--- config.mk ---
export PLATFORM = sky130hd
export DESIGN_NAME = instr_fetch
export DESIGN_NICKNAME = d
export VERILOG_FILES = /design/src/rtl/instr_fetch.sv
export SDC_FILE = /design/constraint.sdc
export NUM_CORES = 1
export LEC_CHECK = 0
export CAP_MARGIN = 10
export CORE_MARGIN = 2
export CORE_UTILIZATION = 35
export DETAILED_ROUTE_END_ITERATION = 10
export SLEW_MARGIN = 20
export SYNTH_ARGS = -nofsm -noshare
export SYNTH_HDL_FRONTEND = slang
export SYNTH_SLANG_ARGS = --single-unit
--- constraint.sdc ---
create_clock -name clk -period 9.7 [get_ports clk]
set_input_delay 2.425 -clock clk [delete_from_list [all_inputs] [get_ports clk]]
set_output_delay 2.425 -clock clk [all_outputs]
set_load 0.01 [all_outputs]
--- src/rtl/instr_fetch.sv ---
// -----------------------------------------------------------------------------
// instr_fetch -- IF stage of the 5-stage MIPS pipeline.
//
// Owns the PC, issues one outstanding instruction-memory request at a time
// over a valid/ready handshake, picks the next PC (sequential, branch, jump)
// and drives the IF/ID pipeline register consumed by instr_decode.
//
// Ports
//   clk              in   clock, all state updates on the rising edge
//   reset            in   asynchronous, active-high reset
//   stall_if         in   hazard stall: freezes PC and IF/ID
//   pc_src           in   branch taken (from decode)
//   jump             in   jump (from decode), wins over pc_src
//   pc_branch[31:0]  in   branch target
//   pc_jump[31:0]    in   jump target
//   imem_ready       in   imem_rdata is valid for imem_addr this cycle
//   imem_rdata[31:0] in   fetched instruction word
//   imem_req         out  fetch request (address stable until ready)
//   imem_addr[31:0]  out  fetch address, always the PC
//   if_id_instr      out  IF/ID instruction, 0 = bubble
//   if_id_pc_plus_4  out  IF/ID PC+4 of that instruction
//   if_id_valid      out  IF/ID holds a real instruction
//   fetch_busy       out  request outstanding and memory not ready
// -----------------------------------------------------------------------------
module instr_fetch #(
  parameter logic [31:0] RESET_PC = 32'h0000_0000
) (
  input  logic        clk,
  input  logic        reset,
  input  logic        stall_if,
  input  logic        pc_src,
  input  logic        jump,
  input  logic [31:0] pc_branch,
  input  logic [31:0] pc_jump,
  input  logic        imem_ready,
  input  logic [31:0] imem_rdata,
  output logic        imem_req,
  output logic [31:0] imem_addr,
  output logic [31:0] if_id_instr,
  output logic [31:0] if_id_pc_plus_4,
  output logic        if_id_valid,
  output logic        fetch_busy
);

  // S_FETCH : request outstanding for the PC
  // S_HOLD  : word captured during a stall, waiting in the buffer, no request
  // S_SQUASH: finishing a fetch that a redirect made wrong-path
  typedef enum logic [1:0] {
    S_FETCH  = 2'd0,
    S_HOLD   = 2'd1,
    S_SQUASH = 2'd2
  } state_e;

  state_e      state_q, state_d;
  logic [31:0] pc_q, pc_d;
  logic [31:0] buf_q, buf_d;
  logic [31:0] redir_pc_q, redir_pc_d;
  logic [31:0] instr_q, instr_d;
  logic [31:0] pc4_q, pc4_d;
  logic        valid_q, valid_d;

  logic        redirect;
  logic [31:0] target;
  logic [31:0] pc_plus_4;

  // A redirect seen during a stall is ignored; decode re-presents it later.
  assign redirect  = (pc_src | jump) & ~stall_if;
  assign target    = jump ? pc_jump : pc_branch;
  assign pc_plus_4 = pc_q + 32'd4;

  assign imem_req        = ~reset & (state_q != S_HOLD);
  assign imem_addr       = pc_q;
  assign fetch_busy      = imem_req & ~imem_ready;
  assign if_id_instr     = instr_q;
  assign if_id_pc_plus_4 = pc4_q;
  assign if_id_valid     = valid_q;

  always_comb begin
    // NOTE: every next-state signal gets its "hold" value first so that no
    // path through the case leaves one unassigned, which would infer a latch.
    state_d    = state_q;
    pc_d       = pc_q;
    buf_d      = buf_q;
    redir_pc_d = redir_pc_q;
    instr_d    = instr_q;
    pc4_d      = pc4_q;
    valid_d    = valid_q;

    unique case (state_q)
      S_FETCH: begin
        if (stall_if) begin
          // Park the returning word; IF/ID must not move while stalled.
          if (imem_ready) begin
            buf_d   = imem_rdata;
            state_d = S_HOLD;
          end
        end else begin
          instr_d = 32'd0;
          pc4_d   = 32'd0;
          valid_d = 1'b0;
          if (redirect) begin
            if (imem_ready) begin
              pc_d = target;
            end else begin
              // Address must stay put until the memory answers, so the
              // target waits in redir_pc.
              redir_pc_d = target;
              state_d    = S_SQUASH;
            end
          end else if (imem_ready) begin
            instr_d = imem_rdata;
            pc4_d   = pc_plus_4;
            valid_d = 1'b1;
            pc_d    = pc_plus_4;
          end
        end
      end

      S_HOLD: begin
        if (!stall_if) begin
          state_d = S_FETCH;
          if (redirect) begin
            instr_d = 32'd0;
            pc4_d   = 32'd0;
            valid_d = 1'b0;
            pc_d    = target;
          end else begin
            instr_d = buf_q;
            pc4_d   = pc_plus_4;
            valid_d = 1'b1;
            pc_d    = pc_plus_4;
          end
        end
      end

      S_SQUASH: begin
        if (!stall_if) begin
          instr_d = 32'd0;
          pc4_d   = 32'd0;
          valid_d = 1'b0;
        end
        if (redirect) begin
          redir_pc_d = target;
        end
        if (imem_ready) begin
          // A redirect in the completing cycle is newer than redir_pc.
          pc_d    = redirect ? target : redir_pc_q;
          state_d = S_FETCH;
        end
      end

      default: begin
        state_d = S_FETCH;
      end
    endcase
  end

  // NOTE: state registers use non-blocking assignments so every flop samples
  // the pre-edge values, independent of evaluation order between processes.
  always_ff @(posedge clk or posedge reset) begin
    if (reset) begin
      state_q    <= S_FETCH;
      pc_q       <= RESET_PC;
      buf_q      <= 32'd0;
      redir_pc_q <= 32'd0;
      instr_q    <= 32'd0;
      pc4_q      <= 32'd0;
      valid_q    <= 1'b0;
    end else begin
      state_q    <= state_d;
      pc_q       <= pc_d;
      buf_q      <= buf_d;
      redir_pc_q <= redir_pc_d;
      instr_q    <= instr_d;
      pc4_q      <= pc4_d;
      valid_q    <= valid_d;
    end
  end

endmodule
==> run metrics <==
outcome=completed; CTS H-tree lvls=4; nets=1111; Primary FF master, synth=dfrtp_1; Post-synth EDFFs=0; Seq cells post-synth=163; PD cells=309.5 nW/um^2; final hold vios=0; port bufs=200; Worst-Margin Slew=0.8143 ns; DRC=0; Post-CTS Setup Bufs=0; CTS Buf Count=17; Syn. warnings=0; gr ovfl total=0; initial core utilization=35.74%; Final ANT Viol Nets=0; CTS root buf=clkbuf_16; Fin Clk Skew=0.01420 ns; row count=55; Post-Syn Area per Cell=9.755 um^2; maximum fanout along the worst path=7; synth unique cells=56; cts hold-fix bufs=0; wirelength, routed=24090 um; first-pass GRT wire length=38010 um; die width=156.3 um; dominant cell type by area after synthesis=dfrtp_1; number of vias per cell=5.349; Lkg Pwr=4.492 nW; Int Power=2.066 mW; register area share after synthesis=50.25%; final worst-path cycle share=63.49%; CP arrival=3.73 ns; fraction of layout cells with a size suffix above 1=10.72%; core area=22710 um^2; syn_nets=939; Skew-Pair Late Insertion Delay=0.43 ns; Async S/R FF share, synth=100.0%; CTS tree=done; die area=24420 um^2; num ports=201; Sw Share=39.17%; f_max=162.4 MHz; VDD IR max=0.1240 mV; Critical Path RT=7.28 ns; placed cell count=1270; clock buffer depth=2; Mapped Area=8117 um^2; Post-Syn Instances=832; final-report setup violation count=0; Synth top cells by count=dfrtp_1, nor2_1, nand2_1; top cell type's share of synthesized area=50.25%; Placer Congestion=0.8236; Routed WL per cell=18.50 um; CTS sink cnt=163; detailed router's first-iteration violation count=443; DP HPWL=16120 um; diode count=0; Seq pwr share=36.9%; Setup TNS=0 ns; RSZ-0062 raised after global routing=no; pin count of the biggest net entering global routing=90; Period minus WS final=6.159 ns; initial antenna violation count=0; max cap viols=0; Die Y=156.3 um; net switching power=1.330 mW; routed vias=6965; Min-Delay Path Class=flip-flop to flip-flop; Startpoint Class=input port; Fill cells=2176; final max-slew violation count=0; most common cell in the netlist=dfrtp_1; headroom to the max-slew limit=45.71%; CP Capture Type=output port; CTS resizes=0; CTS clk-pin slew, worst paths=0.07 ns; vias in the first global route=6711; Non-Filler Instances=1302; GRT Util Overall=19.98%; clock share of power=20.5%; Initial DRT Pass Iterations=6; top cells by area, synth=dfrtp_1, nor2_1, mux2_2, mux2i_1, a21oi_1; Layout area overhead=35.18%; Worst Setup Path Type=input port to output port; combinational share of power=42.6%
==> worst max-delay path: stages <==
cell and delay, ns:
clkdlybuf4s50_1 0.52, nor3_1 0.23, clkdlybuf4s50_1 0.56
==> cell usage in the layout (no fill, tap or decap), types with 7 or more instances in the layout <==
cell               n
a21oi_1           59
a221oi_1          32
o21ai_1           10
nor3_1            22
clkbuf_16         17
mux2i_1           35
o21ai_0           50
nand2_1           72
a31oi_1           10
dfrtp_1          163
a211oi_1           7
a22o_1            11
buf_4             11
inv_1              9
inv_8              8
mux2_2            34
clkdlybuf4s50_1  199
nand3_1           20
nor2_1           124
xor2_1             8
xnor2_1           20
==> kinds of logic after synthesis <==
| kind of cell | synth area share [%] |
|---|---|
| adder cells (fa/ha/maj) | 0.7708 |
| AO/OA/AOI/OAI | 16.43 |
| flip-flops | 50.25 |
| XOR/XNOR | 3.021 |
| buffers and inverters | 3.453 |
| multiplexers | 9.034 |
| AND/OR/NAND/NOR | 17.03 |
==> power groups by stage <==
| stage | registers (mW) | clock network, mW | logic, mW |
|---|---|---|---|
| after detailed placement | 1.26 | 0 | 1.46 |
| final | 1.25 | 0.697 | 1.45 |
| after floorplan | 1.28 | 0 | 0.772 |
| after global routing | 1.30 | 0.745 | 1.60 |
| after global placement | 1.25 | 0 | 1.44 |
| after CTS | 1.25 | 0.714 | 1.46 |
==> routing by layer <==
layer / track usage [%] / part of all wire [%] / up-vias
met3: 4.929 / 7.0 / 22
met2: 31.21 / 45 / 242
met5: 0 / 0 / -
li1: - / - / 3334
met1: 28.13 / 47 / 3367
met4: 4.412 / 1.1 / 0
==> through the flow <==
stage          area, um^2  hold WS [ns]  total power, mW  setup slack, ns  util, %
2_1_floorplan        8117        0.4794            2.050            2.870        -
3_3_place_gp        10360        0.4621            2.694            3.565    45.61
3_5_place_dp        10360        0.4701            2.726            3.530    45.64
4_1_cts             10970        0.4858            3.429            3.526    48.30
5_1_grt             10970        0.5190            3.646            3.389    48.31
6_report            10970        0.4814            3.396            3.541    48.31
==> final timing paths <==
path                                           from             endpoint  slack, ns  cells after the start
worst max-delay path                     imem_ready           fetch_busy       3.54                      3
worst min-delay path            if_id_pc_plus_4[11]  if_id_pc_plus_4[11]       0.48                      2
worst max register to register           state_q[1]  if_id_pc_plus_4[23]       6.75                      7
worst min register to register  if_id_pc_plus_4[11]  if_id_pc_plus_4[11]       0.48                      2
max in group asynchronous                     reset        imem_addr[29]       5.83                      3
min in group asynchronous                     reset       if_id_instr[0]       2.62                      2
==> registers in the layout (all words and copies together) (netlist names) <==
| name | cells |
|---|---|
| buf_q | 32 |
| if_id_instr | 32 |
| if_id_pc_plus_4 | 32 |
| if_id_valid | 1 |
| imem_addr | 32 |
| redir_pc_q | 32 |
| state_q | 2 |
==> final cells by class <==
class / instances / area [um^2] / share of cell area, %
tap: 285 / 356.6 / 3.250
clock buffer: 17 / 425.4 / 3.877
clock inverter: 15 / 178.9 / 1.631
multi-input combinational: 600 / 3799 / 34.62
inverter: 10 / 42.54 / 0.3877
sequential: 163 / 4079 / 37.18
timing repair buffer: 212 / 2091 / 19.06
Power figures use the tool's default switching activity.
